### config.mk
export PLATFORM = sky130hd
export DESIGN_NAME = line_fetch
export DESIGN_NICKNAME = d
export VERILOG_FILES = /design/src/rtl/line_fetch.sv
export SDC_FILE = /design/constraint.sdc
export NUM_CORES = 1
export LEC_CHECK = 0
export BUFFER_PORTS_ARGS = -buffer_cell sky130_fd_sc_hd__buf_2
export CORE_AREA = 4 4 82 84
export CTS_CLUSTER_DIAMETER = 30
export CTS_CLUSTER_SIZE = 24
export DETAILED_ROUTE_END_ITERATION = 8
export DIE_AREA = 0 0 86 88
export PLACE_DENSITY_LB_ADDON = 0.05
export SLEW_MARGIN = 10
export SYNTH_ARGS = -nofsm -noshare
export SYNTH_HDL_FRONTEND = slang
export SYNTH_SLANG_ARGS = --single-unit
### constraint.sdc
create_clock -name clk -period 1.9 [get_ports clk]
set_clock_uncertainty 0.05 [all_clocks]
set_input_delay 0.19 -clock clk [delete_from_list [all_inputs] [get_ports clk]]
set_output_delay 0.19 -clock clk [all_outputs]
set_load 0.005 [all_outputs]
### src/rtl/line_fetch.sv
// Framebuffer line fetcher: on each line request, streams one line of LEN reads
// and raises a linebuffer write enable aligned with the returning read data.
module line_fetch #(
  parameter int LEN    = 640,
  parameter int LINES  = 480,
  parameter int RD_LAT = 1,
  parameter int ADDRW  = $clog2(LEN * LINES)
) (
  input  logic                     clk,
  input  logic                     rst,
  input  logic                     frame_start,
  input  logic                     line_req,
  output logic                     fb_rd,
  output logic [ADDRW-1:0]         fb_addr,
  output logic                     en_wr,
  output logic                     busy,
  output logic [$clog2(LINES)-1:0] line_num,
  output logic                     overrun
);

  localparam int CW  = $clog2(LEN);
  localparam int LNW = $clog2(LINES);

  localparam logic [CW-1:0]    RD_LAST    = CW'(LEN - 1);
  localparam logic [1:0]       DRAIN_LAST = 2'(RD_LAT - 1);
  localparam logic [LNW-1:0]   LINE_LAST  = LNW'(LINES - 1);
  localparam logic [ADDRW-1:0] LINE_STEP  = ADDRW'(LEN);

  typedef enum logic [1:0] {IDLE, FETCH, DRAIN} state_t;

  state_t             state;
  logic [CW-1:0]      rd_cnt;
  logic [1:0]         drain_cnt;
  logic [ADDRW-1:0]   base;
  logic [RD_LAT-1:0]  rd_pipe;

  assign en_wr = rd_pipe[RD_LAT-1];

  always_ff @(posedge clk) begin
    if (rst) begin
      state     <= IDLE;
      fb_rd     <= 1'b0;
      fb_addr   <= '0;
      busy      <= 1'b0;
      overrun   <= 1'b0;
      line_num  <= '0;
      base      <= '0;
      rd_cnt    <= '0;
      drain_cnt <= '0;
      rd_pipe   <= '0;
    end else begin
      overrun    <= 1'b0;
      rd_pipe[0] <= fb_rd;
      for (int i = 1; i < RD_LAT; i++) begin
        rd_pipe[i] <= rd_pipe[i-1];
      end

      if (frame_start) begin
        // Restart the frame; any in-flight reads are discarded, and a coincident
        // line request becomes a fresh fetch of line 0.
        line_num  <= '0;
        base      <= '0;
        rd_pipe   <= '0;
        rd_cnt    <= '0;
        drain_cnt <= '0;
        if (line_req) begin
          state   <= FETCH;
          fb_rd   <= 1'b1;
          fb_addr <= '0;
          busy    <= 1'b1;
        end else begin
          state   <= IDLE;
          fb_rd   <= 1'b0;
          busy    <= 1'b0;
        end
      end else begin
        case (state)
          IDLE: begin
            if (line_req) begin
              state   <= FETCH;
              fb_rd   <= 1'b1;
              fb_addr <= base;
              rd_cnt  <= '0;
              busy    <= 1'b1;
            end
          end
          FETCH: begin
            if (line_req) overrun <= 1'b1;
            if (rd_cnt == RD_LAST) begin
              state     <= DRAIN;
              fb_rd     <= 1'b0;
              drain_cnt <= '0;
            end else begin
              rd_cnt  <= rd_cnt + 1'b1;
              fb_addr <= fb_addr + 1'b1;
            end
          end
          DRAIN: begin
            if (line_req) overrun <= 1'b1;
            if (drain_cnt == DRAIN_LAST) begin
              state <= IDLE;
              busy  <= 1'b0;
              if (line_num == LINE_LAST) begin
                line_num <= '0;
                base     <= '0;
              end else begin
                line_num <= line_num + 1'b1;
                base     <= base + LINE_STEP;
              end
            end else begin
              drain_cnt <= drain_cnt + 1'b1;
            end
          end
          default: begin
            state <= IDLE;
            fb_rd <= 1'b0;
            busy  <= 1'b0;
          end
        endcase
      end
    end
  end

endmodule

==> impl_metrics.yaml, run 1 <==
global_routing:
  grt_overflow: 0
  grt_pass1_wl_um: 12900
  grt_usage_pct: 21.3
  antenna_found_initial: 0
  grt_pass1_vias: 2707
  grt_max_degree: 20
final_layout:
  drive_gt1_share_pct: 24.8
  layout_common_cells: "56 x dfxtp_1, 49 x nor2_1, 35 x buf_2, 35 x buf_4, 29 x nand2_1"
  synthToLayoutAreaGrowth_pct: 24.5
  diodes: 0
  instances_no_fill: 514
  nets: 447
  final_common_cell: "dfxtp_1"
  final_area_um2: 3750
run:
  cap_violations: 0
outcome:
  status: "finished, final reports clean"
power_and_ir_drop:
  p_total_w: 0.00287
  power.leakage_nw: 1.46
  powerDensity_nw_per_um2: 765
  peakVddDrop_mv: 0.541
setup_path:
  cp.arrival_ns: 2.04
  critical_path_class: "flip-flop to flip-flop"
  end_kind: "flip-flop"
  crit_required_ns: 2.10
  crit_fanout: 8
  cp-start-kind: "flip-flop"
timing:
  rsz0062_at_grt: "no"
  setup_slack_ns: 0.0603
  relSlewSlack_pct: 76.4
  hold_viol_final: 0
  layout_min_cycle_time_ns: 1.84
  worst_hold_slack_ns: 0.145
  period_share_pct: 96.8
  setup_viol: 0
  worstMarginPinSlew_ns: 0.354
  fmaxAchievable_mhz: 544
  maxSlewViolCount: 0
synth:
  synth_nets: 381
  ys.flop_type: "dfxtp_1"
  synth_cell_type_count: 51
  yosysTopAreaCell: "dfxtp_1"
  ys_warn_count: 0
  synth-seq-cells: 58
  netlist_area_um2: 3010
  synth-edff-count: 0
  synth_top_area_share_pct: 38.6
  yosys-top-cells-area: "dfxtp_1 39%, nor2_1 6.2%, a21oi_1 4.5%, nand3_1 4.3%, xor2_1 4.1%"
  ys_seq_area_share_pct: 38.6
  async_reset_ff_share_pct: 0
  syn_avg_cell_area_um2: 8.18
  syn_inst: 368
route:
  first_iter_violations: 145
  vias: 2880
  avgRoutedWirePerCell_um: 14.7
  postRouteAntennaNets: 0
  dr.pass1.iters: 5
  drc: 0
  viasPerCell: 5.60
  wl_um: 7560
clocking:
  cts_tree: "done"
  cts_buffers: 9
  cts.sinks: 58
  htree_num_levels: 3
  cts_hold_buf: 0
  clk_latency_ns: 0.33
  cts_buffer_depth: 2
  clkSlewWorstSetupHoldPaths_ns: 0.07
  root_buffer: "clkbuf_8"
hold_path:
  hold_path_class: "input pin to flip-flop"
floorplan:
  die_height_um: 88
  dieWidth_um: 86
  num_rows: 28
  dieArea_um2: 7570
  start_util_pct: 50.9
  ios: 36
  coreArea_um2: 5920
placed_design:
  placed_area_um2: 3470
  portBuffers: 35
  placed_cells: 496
  dp_slack_ns: -0.0228
  globalplace.congestion: 0.870
  place.detailed.hpwl_um: 5330
==> registers in the layout (all words and copies together), names as in the netlist <==
name / count
rd_cnt: 10
overrun: 1
busy: 1
line_num: 9
drain_cnt: 2
state: 2
fb_rd: 1
en_wr: 1
base: 12
fb_addr: 19
==> per-layer routing <==
metal / up-vias / track usage, % / part of all wire, % / wire length (um)
met1: 1328 / 29.9 / 48 / 3600
met5: - / 0 / 0 / 0
met2: 91 / 31.5 / 44 / 3360
met3: 15 / 4.14 / 5.8 / 442
met4: 0 / 9.64 / 2.2 / 164
li1: 1446 / - / - / -
==> metrics by stage <==
step	utilization, %	setup TNS, ns
after CTS	62.0	0
after global routing	63.3	0
after floorplan	-	0
after global placement	58.5	0
after detailed placement	58.5	-0.0580
final	63.3	0
==> synthesized netlist by cell type, drive strengths merged (3+ instances only) <==
library cell  instances
dfxtp                58
nor2                 50
nand2                30
a21oi                27
nand3                27
o21ai                21
xor2                 14
xnor2                12
and3                 11
nor3                 10
clkbuf                9
ha                    9
nand4                 9
inv                   8
buf                   7
nand2b                7
and4                  6
and2                  5
nor2b                 5
a311oi                4
a31oi                 4
mux2i                 3
o22ai                 3
o32ai                 3
==> timing repair <==
action                                  CTS  global route
setup buffers                             0             2
pin swaps                                 0             5
endpoints found under the setup margin    7            28
gates resized for setup                   2            23
==> cells by family (layout without fill, tap and decap cells) <==
kind of cell    after synthesis  in the layout  synth area share, %
simple gates                170            170                 28.9
compound gates               76             76                 15.8
flops                        58             58                 38.6
xor+xnor                     26             26                 7.56
buf+inv                      24             95                 3.74
fa+ha+maj                     9              9                 3.74
mux                           5              5                 1.74
==> worst max-delay path, stage by stage (launching register included) <==
cell and delay, ns:
dfxtp_2 0.34, inv_4 0.08, ha_4 0.14, or3b_4 0.37, a311o_2 0.47, a31oi_1 0.18, o21ai_1 0.07, o21ai_1 0.07
==> layout make-up <==
class	instances	area [um2]
Tap cell	75	93.8
Timing Repair Buffer	71	458
Clock inverter	2	35.0
Multi-Input combinational cell	286	1800
Fill cell	532	2170
Inverter	8	36.3
Sequential cell	58	1160
Clock buffer	14	163
==> path summary, 6_finish.rpt <==
| path | slack [ns] | startpoint | depth (start not counted) | to |
|---|---|---|---|---|
| setup / recovery | 0.06 | state[1] | 7 | fb_addr[9] |
| hold / removal | 0.15 | line_req | 2 | overrun |
| setup reg to reg | 0.06 | state[1] | 7 | fb_addr[9] |
| hold reg to reg | 0.41 | drain_cnt[0] | 2 | drain_cnt[0] |
==> where the power goes <==
part / leakage [nW] / internal [W] / switching [W] / total, W
sequential: 0.470 / 0.00124 / 0.0000253 / 0.00127
combinational: 0.894 / 0.000200 / 0.000240 / 0.000440
clock: 0.101 / 0.000678 / 0.000481 / 0.00116
No activity file was read; power rests on OpenSTA's default activity.
==> run 2, diff against run 1 <==
--- a/config.mk
+++ b/config.mk
@@ -5,12 +5,13 @@
 export SDC_FILE = /design/constraint.sdc
 export NUM_CORES = 1
 export LEC_CHECK = 0
+export ABC_AREA = 1
 export BUFFER_PORTS_ARGS = -buffer_cell sky130_fd_sc_hd__buf_2
-export CORE_AREA = 4 4 82 84
+export CORE_AREA = 4 4 86 88
 export CTS_CLUSTER_DIAMETER = 30
 export CTS_CLUSTER_SIZE = 24
 export DETAILED_ROUTE_END_ITERATION = 8
-export DIE_AREA = 0 0 86 88
+export DIE_AREA = 0 0 90 92
 export PLACE_DENSITY_LB_ADDON = 0.05
 export SLEW_MARGIN = 10
 export SYNTH_ARGS = -nofsm -noshare
==> run 2 against run 1 <==
Net effect:
- area after synthesis increased by 14%
- flip-flop and latch count is the same
- synthesized cell count is 47% higher
- first-iteration DRC count increased by 30%
- wire length grew 8.3%
- power is 1.9% lower
- register-to-register slack improved by 0.08 ns
- non-clock buffer count shrank 20
- clock-buffer cell count is 3 lower
- critical path depth rose by 2
- critical path type unchanged
==> impl_metrics.yaml, run 2 <==
setup_path:
  cp-start-kind: "flip-flop"
  cp_common_cell: "nand2_1"
  crit_required_ns: 2.13
  cpPeakStageDelay_ns: 0.36
  crit_path_cell_trace: "inv_1 -> ha_1 -> inv_2 -> nand3_2 -> nand3_4 -> nand2_1 -> inv_2 -> nand2_1 -> nand2_1"
  crit_fanout: 12
  critical_path_class: "flip-flop to flip-flop"
  cp_slowest_cell: "dfxtp_1"
  cp.arrival_ns: 1.99
  end_kind: "flip-flop"
global_routing:
  antenna_found_initial: 0
  grt_usage_pct: 20.1
  grt_use_met2_pct: 31.5
  grtUsageMet3_pct: 3.69
  grt_pass1_wl_um: 13700
  top_usage_layer: "met2"
  use_met1_pct: 27.6
  grt_max_degree: 15
  grt_overflow: 0
  grt_pass1_vias: 3018
floorplan:
  start_util_pct: 51.5
  dieWidth_um: 90
  num_rows: 30
  die_height_um: 92
  ios: 36
  coreArea_um2: 6640
  dieArea_um2: 8280
power_and_ir_drop:
  switchingPower_w: 0.000859
  clock_power_share_pct: 33.1
  netSwitchingFraction_pct: 30.5
  p_total_w: 0.00281
  powerDensity_nw_per_um2: 714
  combPwrFrac_pct: 20.1
  p_seq_share_pct: 46.8
  peakVddDrop_mv: 0.356
  power.internal_w: 0.00196
  power.leakage_nw: 1.65
placed_design:
  portBuffers: 35
  placed_area_um2: 3770
  place.detailed.hpwl_um: 6170
  globalplace.congestion: 0.900
synth:
  yosysMostFrequentCell: "nand2_1"
  syn_avg_cell_area_um2: 6.34
  yosys-top-cells-area: "dfxtp_1 34%, nand2_1 16%, nor2_1 8.2%, inv_1 7.1%, a21oi_1 6.4%"
  ys.flop_type: "dfxtp_1"
  synth_top_area_share_pct: 33.9
  async_reset_ff_share_pct: 0
  syn_inst: 540
  synth-edff-count: 0
  synth_nets: 553
  ys_seq_area_share_pct: 33.9
  synth_cell_type_count: 38
  ys_warn_count: 0
  synth-seq-cells: 58
  netlist_area_um2: 3420
  synthTopCellsByCount: "147 x nand2_1, 75 x nor2_1, 65 x inv_1"
  yosysTopAreaCell: "dfxtp_1"
route:
  dr.pass1.iters: 4
  wl_um: 8190
  avgRoutedWirePerCell_um: 12.2
  vias: 3462
  postRouteAntennaNets: 0
  viasPerCell: 5.15
  first_iter_violations: 189
  drc: 0
final_layout:
  top_register: "fb_addr"
  final_common_cell: "nand2_1"
  nets: 604
  synthToLayoutAreaGrowth_pct: 15.2
  largest_reg_flops: 19
  drive_gt1_share_pct: 14.7
  final_area_um2: 3950
  layout_common_cells: "147 x nand2_1, 74 x nor2_1, 65 x inv_1, 58 x dfxtp_1, 44 x a21oi_1"
  fillerInstances: 656
  largestRegisters: "fb_addr: 19 flops, base: 12 flops, rd_cnt: 10 flops"
  diodes: 0
timing:
  hold_viol_final: 0
  layout_min_cycle_time_ns: 1.76
  setup_viol: 0
  relSlewSlack_pct: 70.8
  worstMarginPinSlew_ns: 0.435
  fmaxAchievable_mhz: 569
  maxSlewViolCount: 0
  period_share_pct: 92.4
hold_path:
  hold_path_class: "input pin to flip-flop"
run:
  cap_violations: 0
clocking:
  cts_buffer_depth: 2
  cts_buffers: 9
  cts_hold_buf: 0
  cts.sinks: 58
  root_buffer: "clkbuf_8"
  cts_tree: "done"
  clkSlewWorstSetupHoldPaths_ns: 0.06
  htree_num_levels: 3
  clk_latency_ns: 0.33
outcome:
  status: "finished, final reports clean"
==> run 2: cell types whose count changed after synthesis, moves of 9 or more <==
| cell | delta |
|---|---|
| and3_1 | -10 |
| nand3_1 | +9 |
| nor2_1 | +25 |
| a21oi_1 | +17 |
| nand2_1 | +117 |
| inv_1 | +57 |
| xnor2_1 | -11 |
==> run 2: through the flow <==
step / TNS [ns] / cells / setup WS (ns) / utilization, % / hold WS (ns)
after CTS: 0 / 672 / 0.0253 / 58.9 / 0.00381
after global placement: 0 / 660 / 0.127 / 56.7 / 0.350
final: 0 / 672 / 0.144 / 59.4 / 0.0152
after global routing: -0.0148 / 672 / -0.0133 / 59.4 / 0.0136
after floorplan: 0 / 540 / 0.336 / - / 0.202
after detailed placement: 0 / 660 / 0.0345 / 56.7 / 0.352
==> run 2: area by class of cell <==
class	count	area, um2	share of cell area [%]
inverter	73	277	7.01
sequential	58	1160	29.4
clock buffer	11	141	3.58
timing repair buffer	51	308	7.80
multi-input combinational	398	1950	49.5
tap	80	100	2.54
clock inverter	1	5.00	0.127
==> run 2: worst max-delay path, delay by kind of cell, from the launching register on <==
family / cells / cell delay [ns]
and+or+nand+nor: 5 / 0.66
buffers and inverters: 3 / 0.39
DFF: 1 / 0.36
adders and majority gates: 1 / 0.23
==> run 2: worst paths after layout <==
check / startpoint / end / slack, ns / depth (start not counted)
min: rst / fb_addr[2] / 0.02 / 2
min reg2reg: drain_cnt[1] / drain_cnt[1] / 0.41 / 2
max: state[1] / fb_addr[18] / 0.14 / 9
max reg2reg: state[1] / fb_addr[18] / 0.14 / 9
==> run 2: repair_timing <==
item | in CTS | in global routing
setup endpoints to repair | 0 | 16
setup buffers | 0 | 0
resized for setup | 0 | 8
endpoints found under the hold margin | 0 | 0
==> run 2: power groups by stage <==
stage	registers, W	clock network, W	logic (W)
after global placement	0.00134	0	0.000547
after floorplan	0.00134	0	0.000383
after detailed placement	0.00134	0	0.000554
after global routing	0.00133	0.00102	0.000647
after CTS	0.00132	0.000957	0.000557
final	0.00132	0.000932	0.000566
==> run 2: cells by family (layout without fill, tap and decap cells) <==
kind of cell               after synthesis  count (layout)  synth area share (%)
and+or+nand+nor                        306             306                  39.3
buffers and inverters                   84             136                  9.86
DFF                                     58              58                  33.9
AOI/OAI and AO/OA                       76              76                  11.9
adders and majority gates                9               9                  3.29
xor gates and xnor gates                 7               7                  1.79
==> run 2: metal layers <==
layer | wire [um] | vias up
li1 | - | 1836
met1 | 4170 | 1551
met2 | 3620 | 66
met3 | 300 | 9
met4 | 103 | 0
met5 | 0 | -
